**config.mk**
```make
export PLATFORM = sky130hd
export DESIGN_NAME = md_unit_flat
export DESIGN_NICKNAME = d
export VERILOG_FILES = /design/src/rtl/md_unit_if.sv /design/src/rtl/md_unit.sv /design/src/flat_wrapper.sv
export SDC_FILE = /design/constraint.sdc
export NUM_CORES = 1
export LEC_CHECK = 0
export BUFFER_PORTS_ARGS = -buffer_cell sky130_fd_sc_hd__buf_4
export CORE_UTILIZATION = 55
export CTS_BUF_LIST = sky130_fd_sc_hd__clkbuf_8
export CTS_CLUSTER_SIZE = 8
export DETAILED_ROUTE_END_ITERATION = 6
export PLACE_DENSITY = 0.78
export SLEW_MARGIN = 10
export SYNTH_ARGS = -nofsm -noshare
export SYNTH_HDL_FRONTEND = slang
export SYNTH_SLANG_ARGS = --single-unit
```
**constraint.sdc**
```tcl
create_clock -name clk -period 5.93 [get_ports clk]
set_input_delay 1.186 -clock clk [delete_from_list [all_inputs] [get_ports clk]]
set_output_delay 1.186 -clock clk [all_outputs]
set_load 0.02 [all_outputs]
```
**src/rtl/md_unit_if.sv**
```systemverilog
// rtl/md_unit_if.sv - request/result bundle between the pipeline and the multiply/divide unit
interface md_unit_if;
  logic        start;
  logic [1:0]  op;
  logic [31:0] x;
  logic [31:0] y;
  logic        mthi;
  logic        mtlo;
  logic [31:0] wdata;
  logic        busy;
  logic        done;
  logic [31:0] hi;
  logic [31:0] lo;

  modport master (
    output start, op, x, y, mthi, mtlo, wdata,
    input  busy, done, hi, lo
  );

  modport slave (
    input  start, op, x, y, mthi, mtlo, wdata,
    output busy, done, hi, lo
  );
endinterface

```
**src/rtl/md_unit.sv**
```systemverilog
// rtl/md_unit.sv - iterative HI/LO multiply/divide unit (32-cycle shift-add / restoring divide)
// MDU_FAST_MUL_EN: single-cycle MULT/MULTU written at the start edge; division stays iterative.
module md_unit (
  input  logic      clk,
  input  logic      rst,
  md_unit_if.slave  bus
);

  typedef enum logic {S_IDLE, S_RUN} state_t;

  state_t      r_state;
  logic [4:0]  r_cnt;
  logic        r_is_div;
  logic        r_neg;
  logic        r_neg_rem;
  logic        r_dz;
  logic [31:0] r_a;
  logic [31:0] r_b;
  logic [31:0] r_m;
  logic        r_busy;
  logic        r_done;
  logic [31:0] r_hi;
  logic [31:0] r_lo;

  logic        w_signed;
  logic [31:0] w_xmag;
  logic [31:0] w_ymag;
  logic [32:0] w_sum;
  logic [63:0] w_mul_next;
  logic [63:0] w_mul_res;
  logic [32:0] w_shift;
  logic [32:0] w_trial;
  logic        w_qbit;
  logic [31:0] w_rem_next;
  logic [31:0] w_quo_next;
  logic [31:0] w_rem_res;
  logic [31:0] w_quo_res;

  // Both datapaths work on magnitudes; signs are reapplied on the final edge.
  assign w_signed = ~bus.op[0];
  assign w_xmag   = (w_signed && bus.x[31]) ? -bus.x : bus.x;
  assign w_ymag   = (w_signed && bus.y[31]) ? -bus.y : bus.y;

  // r_a = running high half, r_b = multiplier bits still to consume, r_m = multiplicand
  assign w_sum      = {1'b0, r_a} + (r_b[0] ? {1'b0, r_m} : 33'd0);
  assign w_mul_next = {w_sum, r_b[31:1]};
  assign w_mul_res  = r_neg ? -w_mul_next : w_mul_next;

  // r_a = partial remainder, r_b = dividend shifting out / quotient shifting in, r_m = divisor
  assign w_shift    = {r_a, r_b[31]};
  assign w_trial    = w_shift - {1'b0, r_m};
  assign w_qbit     = ~w_trial[32];
  assign w_rem_next = w_qbit ? w_trial[31:0] : w_shift[31:0];
  assign w_quo_next = {r_b[30:0], w_qbit};
  // A zero divisor yields an all-ones quotient magnitude that must not be negated.
  assign w_quo_res  = (r_neg && !r_dz) ? -w_quo_next : w_quo_next;
  assign w_rem_res  = r_neg_rem ? -w_rem_next : w_rem_next;

`ifdef MDU_FAST_MUL_EN
  logic [63:0] w_ext_x;
  logic [63:0] w_ext_y;
  logic [63:0] w_fast_prod;

  assign w_ext_x     = {{32{w_signed & bus.x[31]}}, bus.x};
  assign w_ext_y     = {{32{w_signed & bus.y[31]}}, bus.y};
  assign w_fast_prod = w_ext_x * w_ext_y;
`endif

  always_ff @(posedge clk or posedge rst) begin
    if (rst) begin
      r_state   <= S_IDLE;
      r_cnt     <= 5'd0;
      r_is_div  <= 1'b0;
      r_neg     <= 1'b0;
      r_neg_rem <= 1'b0;
      r_dz      <= 1'b0;
      r_a       <= 32'd0;
      r_b       <= 32'd0;
      r_m       <= 32'd0;
      r_busy    <= 1'b0;
      r_done    <= 1'b0;
      r_hi      <= 32'd0;
      r_lo      <= 32'd0;
    end else begin
      r_done <= 1'b0;
      case (r_state)
        S_IDLE: begin
          if (bus.start) begin
`ifdef MDU_FAST_MUL_EN
            if (!bus.op[1]) begin
              {r_hi, r_lo} <= w_fast_prod;
              r_done       <= 1'b1;
            end else
`endif
            begin
              r_state   <= S_RUN;
              r_busy    <= 1'b1;
              r_cnt     <= 5'd0;
              r_is_div  <= bus.op[1];
              r_neg     <= w_signed & (bus.x[31] ^ bus.y[31]);
              r_neg_rem <= w_signed & bus.x[31];
              r_dz      <= (bus.y == 32'd0);
              r_a       <= 32'd0;
              r_b       <= w_xmag;
              r_m       <= w_ymag;
            end
          end else begin
            if (bus.mthi) r_hi <= bus.wdata;
            if (bus.mtlo) r_lo <= bus.wdata;
          end
        end
        S_RUN: begin
          r_cnt <= r_cnt + 5'd1;
          if (r_is_div) begin
            r_a <= w_rem_next;
            r_b <= w_quo_next;
          end else begin
            {r_a, r_b} <= w_mul_next;
          end
          if (r_cnt == 5'd31) begin
            r_state <= S_IDLE;
            r_busy  <= 1'b0;
            r_done  <= 1'b1;
            if (r_is_div) begin
              r_hi <= w_rem_res;
              r_lo <= w_quo_res;
            end else begin
              {r_hi, r_lo} <= w_mul_res;
            end
          end
        end
      endcase
    end
  end

  assign bus.busy = r_busy;
  assign bus.done = r_done;
  assign bus.hi   = r_hi;
  assign bus.lo   = r_lo;

endmodule

```
**src/flat_wrapper.sv**
```systemverilog
// flat-port wrapper written by rule: the top's interface ports become plain ports
module md_unit_flat 
  (clk, rst, bus_start, bus_op, bus_x, bus_y, bus_mthi, bus_mtlo, bus_wdata, bus_busy, bus_done, bus_hi, bus_lo);
  md_unit_if bus_i ();
  input  logic clk;
  input  logic rst;
  input wire logic [$bits(bus_i.start)-1:0] bus_start;
  input wire logic [$bits(bus_i.op)-1:0] bus_op;
  input wire logic [$bits(bus_i.x)-1:0] bus_x;
  input wire logic [$bits(bus_i.y)-1:0] bus_y;
  input wire logic [$bits(bus_i.mthi)-1:0] bus_mthi;
  input wire logic [$bits(bus_i.mtlo)-1:0] bus_mtlo;
  input wire logic [$bits(bus_i.wdata)-1:0] bus_wdata;
  output wire logic [$bits(bus_i.busy)-1:0] bus_busy;
  output wire logic [$bits(bus_i.done)-1:0] bus_done;
  output wire logic [$bits(bus_i.hi)-1:0] bus_hi;
  output wire logic [$bits(bus_i.lo)-1:0] bus_lo;
  assign bus_i.start = bus_start;
  assign bus_i.op = bus_op;
  assign bus_i.x = bus_x;
  assign bus_i.y = bus_y;
  assign bus_i.mthi = bus_mthi;
  assign bus_i.mtlo = bus_mtlo;
  assign bus_i.wdata = bus_wdata;
  assign bus_busy = bus_i.busy;
  assign bus_done = bus_i.done;
  assign bus_hi = bus_i.hi;
  assign bus_lo = bus_i.lo;
  md_unit u_core (.clk(clk), .rst(rst), .bus(bus_i));
endmodule
```
==> results of run 1 <==
## logic make-up after synthesis
group,count (synthesis)
DFF,172
and+or+nand+nor,871
xor gates and xnor gates,204
buffers and inverters,234
adders and majority gates,73
AOI/OAI and AO/OA,751
muxes,78
## stage by stage
step | util | area [um^2] | TNS (ns) | cells
finish | 0.6199 | 19510 | 0 | 2862
global route | 0.6199 | 19510 | 0 | 2862
CTS | 0.6187 | 19470 | 0 | 2862
detailed placement | 0.6054 | 19050 | -0.1152 | 2830
global placement | 0.6054 | 19050 | 0 | 2830
floorplan | - | 17570 | 0 | 2383
## state kept, by name, indices dropped and copies added (netlist names)
name	cells
u_core.r_cnt	5
u_core.r_state	1
u_core.r_b	32
u_core.bus.done	1
u_core.r_a	32
u_core.r_dz	1
u_core.r_neg	1
u_core.r_neg_rem	1
u_core.r_m	32
u_core.r_is_div	1
u_core.bus.hi	32
u_core.bus.busy	1
u_core.bus.lo	32
## worst paths after layout
| check | slack, ns | from | depth (start not counted) | end |
|---|---|---|---|---|
| min in group asynchronous | 0.72 | rst | 2 | u_core.r_m[20]$_DFFE_PP0P_ |
| min | 0.49 | u_core.r_m[23]$_DFFE_PP0P_ | 2 | u_core.r_m[23]$_DFFE_PP0P_ |
| min reg2reg | 0.49 | u_core.r_m[23]$_DFFE_PP0P_ | 2 | u_core.r_m[23]$_DFFE_PP0P_ |
| max reg2reg | 0.31 | u_core.r_m[0]$_DFFE_PP0P_ | 21 | u_core.bus.hi[30]$_DFFE_PP0P_ |
| max | 0.31 | u_core.r_m[0]$_DFFE_PP0P_ | 21 | u_core.bus.hi[30]$_DFFE_PP0P_ |
| max in group asynchronous | 4.07 | rst | 3 | u_core.r_state$_DFF_PP0_ |
## critical path: cells and delay by family (launching register included)
kind / cells / cell delay, ns
buffers and inverters: 4 / 0.68
xor gates and xnor gates: 1 / 0.17
AOI/OAI and AO/OA: 8 / 2.14
and+or+nand+nor: 5 / 1.27
adders and majority gates: 3 / 0.87
DFF: 1 / 0.41
## cell usage in the layout, fill, tap and decap left out, types with 25 or more instances in the layout
cell / n
nand2_1: 294
nor2_1: 260
buf_4: 209
o21ai_0: 195
a21oi_1: 186
dfrtp_1: 169
xnor2_1: 128
xor2_1: 76
ha_1: 71
inv_1: 65
mux2i_1: 64
a31oi_1: 51
nor3_1: 50
o211ai_1: 46
or3_1: 45
o31ai_1: 40
o22ai_1: 28
a21o_1: 28
and2_1: 27
a211oi_1: 25
o21a_1: 25
## layer usage
layer  vias up  global-route usage
met3       181             0.06793
met1      9040              0.5425
met5         -                   0
li1       8724                   -
met4         4              0.1750
met2       968              0.6320
## what timing repair did
action / CTS / global route
pin swaps: 0 / 1
hold buffers: 0 / 0
gates resized for setup: 1 / 7
setup endpoints to repair: 3 / 8
## final cells by class
cell class,instances,area (um^2),area share
clock buffers,17,234.0,0.01199
well taps,402,503.0,0.02578
clock inverters,15,182.7,0.009363
flip-flops and latches,172,4313,0.2211
repair buffers,210,1589,0.08145
inverters,69,269.0,0.01379
multi-input cells,1977,12420,0.6366
==> flow_summary_export.csv, run 1 <==
group,metric,value,unit
die,die_w,180.7,um
sta,hold_slack,0.4902,ns
routing,dr.max_layer_used,"met5",
worst_setup_path,required,6.37,ns
layout,nNetsFinal,2623,
routing,wl_met2,29.53,mm
die,start_util,0.5581,
routing,drt-met1-wl,27.63,mm
routing,drcViolationCount,0,
global_route,grt_pass1_wl,102.0,mm
synth,syn_area_per_cell,7.371,um^2
layout,drive_gt1_frac,0.1215,
synth,ys_top_cells_by_count,"295 x nand2_1, 261 x nor2_1, 195 x o21ai_0, 188 x a21oi_1, 172 x dfrtp_1",
synth,synthesis.nets,2559,
routing,first_pass_iters,6,
synth,synth_top_area_frac,0.2450,
layout,fillCellCount,2975,
run_status,status,"finished, final reports clean",
synth,synth_compound_area_frac,0.2693,
synth,synth_ff_type,"dfrtp_1",
cts,cts_tree,"built",
die,core,31470,um^2
worst_setup_path,end_kind,"flop",
place,port_buffers,168,
synth,synth_top_cell_by_area,"dfrtp_1",
global_route,overflow,0,
worst_setup_path,start_kind,"flop",
flow_run,maxCapViolations,0,
global_route,track_usage,0.4018,
synth,synth_top_family_by_area,"compound AO/OA/AOI/OAI gates",
cts,clock-sinks,172,
routing,routedWlPerCell,22.97,um
global_route,first_global_vias,17630,
global_route,antenna_found_initial,2,
routing,vias_per_cell,6.610,
synth,yosysMostFrequentCell,"nand2_1",
worst_setup_path,slowest_delay,0.58,ns
synth,synth_xor_xnor_area_share,0.1017,
cts,cts.clk_slew.worst_paths,0.10,ns
global_route,grt_max_degree,106,
synth,synth_cells,2383,
cts,cts_buffers,17,
synth,synth_adder_area_share,0.05285,
sta,setup_viol,0,
synth,synth_seq_cells,172,
worst_setup_path,worst-setup-path-type,"flop to flop",
die,die_y,180.7,um
sta,slew_headroom,0.2106,
synth,syn_area,17570,um^2
die,num_rows,65,
worst_setup_path,critPathSlowestCell,"or4_1",
cts,post-cts-setup-buffer-count,0,
synth,synth.area.top_cells,"dfrtp_1 25%, xnor2_1 6.4%, nand2_1 6.3%, nor2_1 5.6%, o21ai_0 5.6%",
worst_setup_path,cp_max_fo,9,
min_path,hold_class,"flop to flop",
sta,period_minus_slack,5.619,ns
synth,ys_types,90,
routing,wl,65.74,mm
sta,fmax,178.0,MHz
sta,rsz0062_at_grt,"false",
cts,cts_buffer_depth,2,
cts,cts_root_buffer,"clkbuf_8",
sta,worst_slew_pin_slew,1.182,ns
routing,met3_wirelength,5.795,mm
routing,vias,18920,
synth,yosys_warnings,0,
place,pre_cts_ws,-0.05783,ns
synth,synth.mux.area_fraction,0.04544,
synth,ys_async_sr_fraction,1.000,
sta,hold_viol,0,
die,design.portCount,169,
worst_setup_path,crit_arrival,6.06,ns
routing,drtAntennaViolNets,0,
sta,fin_crit_sh,0.9475,
cts,clk-insertion-delay-late,0.53,ns
layout,n_antenna_cell,0,
die,die-area,32660,um^2
cts,htreeDepth,4,
sta,skew,0.02085,ns
routing,first_iter_violations,2193,
worst_setup_path,cp_cell_sequence,"ha_1 -> fa_1 -> nor2b_2 -> o31a_1 -> o211ai_1 -> a2111oi_2 -> buf_4 -> nor3_1 -> nor2_4 -> clkinvlp_4 -> a21oi_1 -> ha_1 -> inv_1 -> or4_1 -> a2111oi_4 -> buf_4 -> a32o_1 -> and2_1 -> a41oi_1 -> xor2_1 -> o211ai_1",
synth,synthSimpleGateAreaFrac,0.2345,
sta,slew_viol_final,0,
place,dp_hpwl,50.67,mm
place,gp_congestion,1.029,
layout,area_growth_syn_to_layout,11.07,%
sta,setup_ws,0.3111,ns
synth,synth_edf_count,0,
synth,ys_seq_area_frac,0.2450,
Power of run 1 is left out: the tool's default activity adds up to more than one toggle a clock period on the data nets, which glitch-free logic cannot reach.
==> run 2: changes to the inputs <==
==> constraint.sdc (replaced) <==
create_clock -name clk -period 5.93 [get_ports clk]
set_input_delay 1.4825 -clock clk [delete_from_list [all_inputs] [get_ports clk]]
set_output_delay 1.4825 -clock clk [all_outputs]
set_load 0.02 [all_outputs]
==> run 2 against run 1 <==
Compared with the run above:
- setup slack improved by 0.012 ns
- register-to-register slack about the same
- non-clock buffer count increased by 10
- via count increased by 0.51%
- wire length increased by 1.4%
- die area unchanged
==> flow_summary_export.csv, run 2 (same netlist as run 1, synthesis figures left out) <==
group,metric,value,unit
min_path,whs_endpoint,"u_core.r_m[2]$_DFFE_PP0P_",
global_route,track_usage,0.4047,
cts,cts.clk_slew.worst_paths,0.11,ns
worst_setup_path,cp_max_fo,7,
worst_setup_path,required,6.37,ns
global_route,overflow,0,
worst_setup_path,worst-setup-path-type,"flop to flop",
global_route,antenna_found_initial,4,
routing,first_iter_violations,2199,
sta,skew,0.03313,ns
routing,wl,66.64,mm
layout,nNetsFinal,2633,
layout,final_common_cell,"nand2_1",
min_path,hp-start,"u_core.r_m[2]$_DFFE_PP0P_",
place,gp_congestion,1.023,
layout,final_cell_mix,"294 x nand2_1, 260 x nor2_1, 219 x buf_4",
die,die-area,32660,um^2
die,start_util,0.5581,
routing,vias_per_cell,6.618,
cts,clk-insertion-delay-late,0.53,ns
sta,worst_slew_pin_slew,1.145,ns
place,post-place-cells,2840,
worst_setup_path,start_kind,"flop",
routing,vias,19010,
global_route,grt_pass1_wl,102.0,mm
sta,setup_viol,0,
routing,drcViolationCount,0,
cts,cts_buffer_depth,2,
cts,post-cts-setup-buffer-count,0,
sta,slew_headroom,0.2352,
routing,drtAntennaViolNets,0,
global_route,grt_max_degree,112,
routing,first_pass_iters,6,
layout,instances_no_fill,2873,
worst_setup_path,regToRegEndpoint,"u_core.bus.hi[30]$_DFFE_PP0P_",
worst_setup_path,crit_arrival,6.04,ns
die,design.portCount,169,
min_path,hold_depth,2,
sta,hold_viol,0,
flow_run,maxCapViolations,0,
worst_setup_path,worst_r2r_path_depth,21,
sta,fin_crit_sh,0.9456,
layout,drive_gt1_frac,0.1243,
cts,htreeDepth,4,
min_path,hold_class,"flop to flop",
layout,area_growth_syn_to_layout,11.37,%
sta,fmax,178.3,MHz
sta,period_minus_slack,5.607,ns
place,pre_cts_ws,-0.009680,ns
cts,cts_root_buffer,"clkbuf_8",
worst_setup_path,r2r_setup_slack,0.32,ns
layout,fin_util,0.6215,
die,die_w,180.7,um
cts,cts_buffers,17,
sta,rsz0062_at_grt,"false",
sta,setup_ws,0.3227,ns
die,core,31470,um^2
worst_setup_path,end_kind,"flop",
place,dp_hpwl,51.83,mm
place,port_buffers,168,
worst_setup_path,regToRegStartpoint,"u_core.r_m[0]$_DFFE_PP0P_",
run_status,status,"finished, final reports clean",
cts,clock-sinks,172,
die,die_y,180.7,um
cts,cts_tree,"built",
die,num_rows,65,
routing,routedWlPerCell,23.19,um
sta,slew_viol_final,0,
global_route,first_global_vias,17390,
[run 2: worst max path at each step]
| stage | cells after the start | endpoint | slack, ns | from |
|---|---|---|---|---|
| after detailed placement | 21 | u_core.bus.hi[26]$_DFFE_PP0P_ | -0.01 | u_core.r_m[0]$_DFFE_PP0P_ |
| final | 21 | u_core.bus.hi[30]$_DFFE_PP0P_ | 0.32 | u_core.r_m[0]$_DFFE_PP0P_ |
| after global placement | 21 | u_core.bus.hi[30]$_DFFE_PP0P_ | 0.21 | u_core.r_m[0]$_DFFE_PP0P_ |
| after floorplan | 24 | u_core.bus.hi[26]$_DFFE_PP0P_ | 0.26 | u_core.r_b[31]$_DFFE_PP0P_ |
| after CTS | 20 | u_core.bus.hi[30]$_DFFE_PP0P_ | 0.08 | u_core.r_a[21]$_DFFE_PP0P_ |
| after global routing | 21 | u_core.bus.hi[30]$_DFFE_PP0P_ | 0.1 | u_core.r_m[0]$_DFFE_PP0P_ |
[run 2: critical path, stage by stage, from the launching register on]
cell,delay (ns)
dfrtp_1,0.41
ha_1,0.23
fa_1,0.40
nor2b_1,0.19
o31a_1,0.23
o211ai_1,0.24
a2111oi_4,0.50
o21a_1,0.23
nor2_4,0.07
inv_1,0.21
nor2_1,0.08
a21oi_1,0.23
ha_1,0.24
inv_1,0.10
or4_1,0.56
a2111oi_2,0.44
buf_4,0.19
a32o_1,0.26
and2_1,0.24
a41oi_1,0.14
xor2_1,0.17
o211ai_1,0.17
[run 2: what timing repair did]
action	CTS	global route
hold buffers	0	0
resized for setup	1	5
endpoints found under the setup margin	2	8
[run 2: metal layers]
layer,global-route usage,vias to the layer above,wire length (um)
met5,0,-,13
met4,0.1778,2,2930
met3,0.06894,200,5954
met2,0.6259,1021,29360
met1,0.5546,9032,28380
li1,-,8758,-
[run 2: area by class of cell]
class                   count  area, um^2
fillers                  2919       11910
diodes                      1       2.502
inverters                  69       264.0
multi-input cells        1977       12410
clock buffers              17       234.0
flip-flops and latches    172        4313
repair buffers            220        1664
clock inverters            15       167.7
well taps                 402       503.0
[run 2: through the flow]
stage	area, um^2	setup TNS [ns]	hold WS [ns]
after floorplan	17570	0	0.4485
after global placement	19130	0	0.4628
after detailed placement	19130	-0.01487	0.4700
after CTS	19540	0	0.4939
after global routing	19560	0	0.5128
final	19560	0	0.4893
Power of run 2 is left out for the same reason.
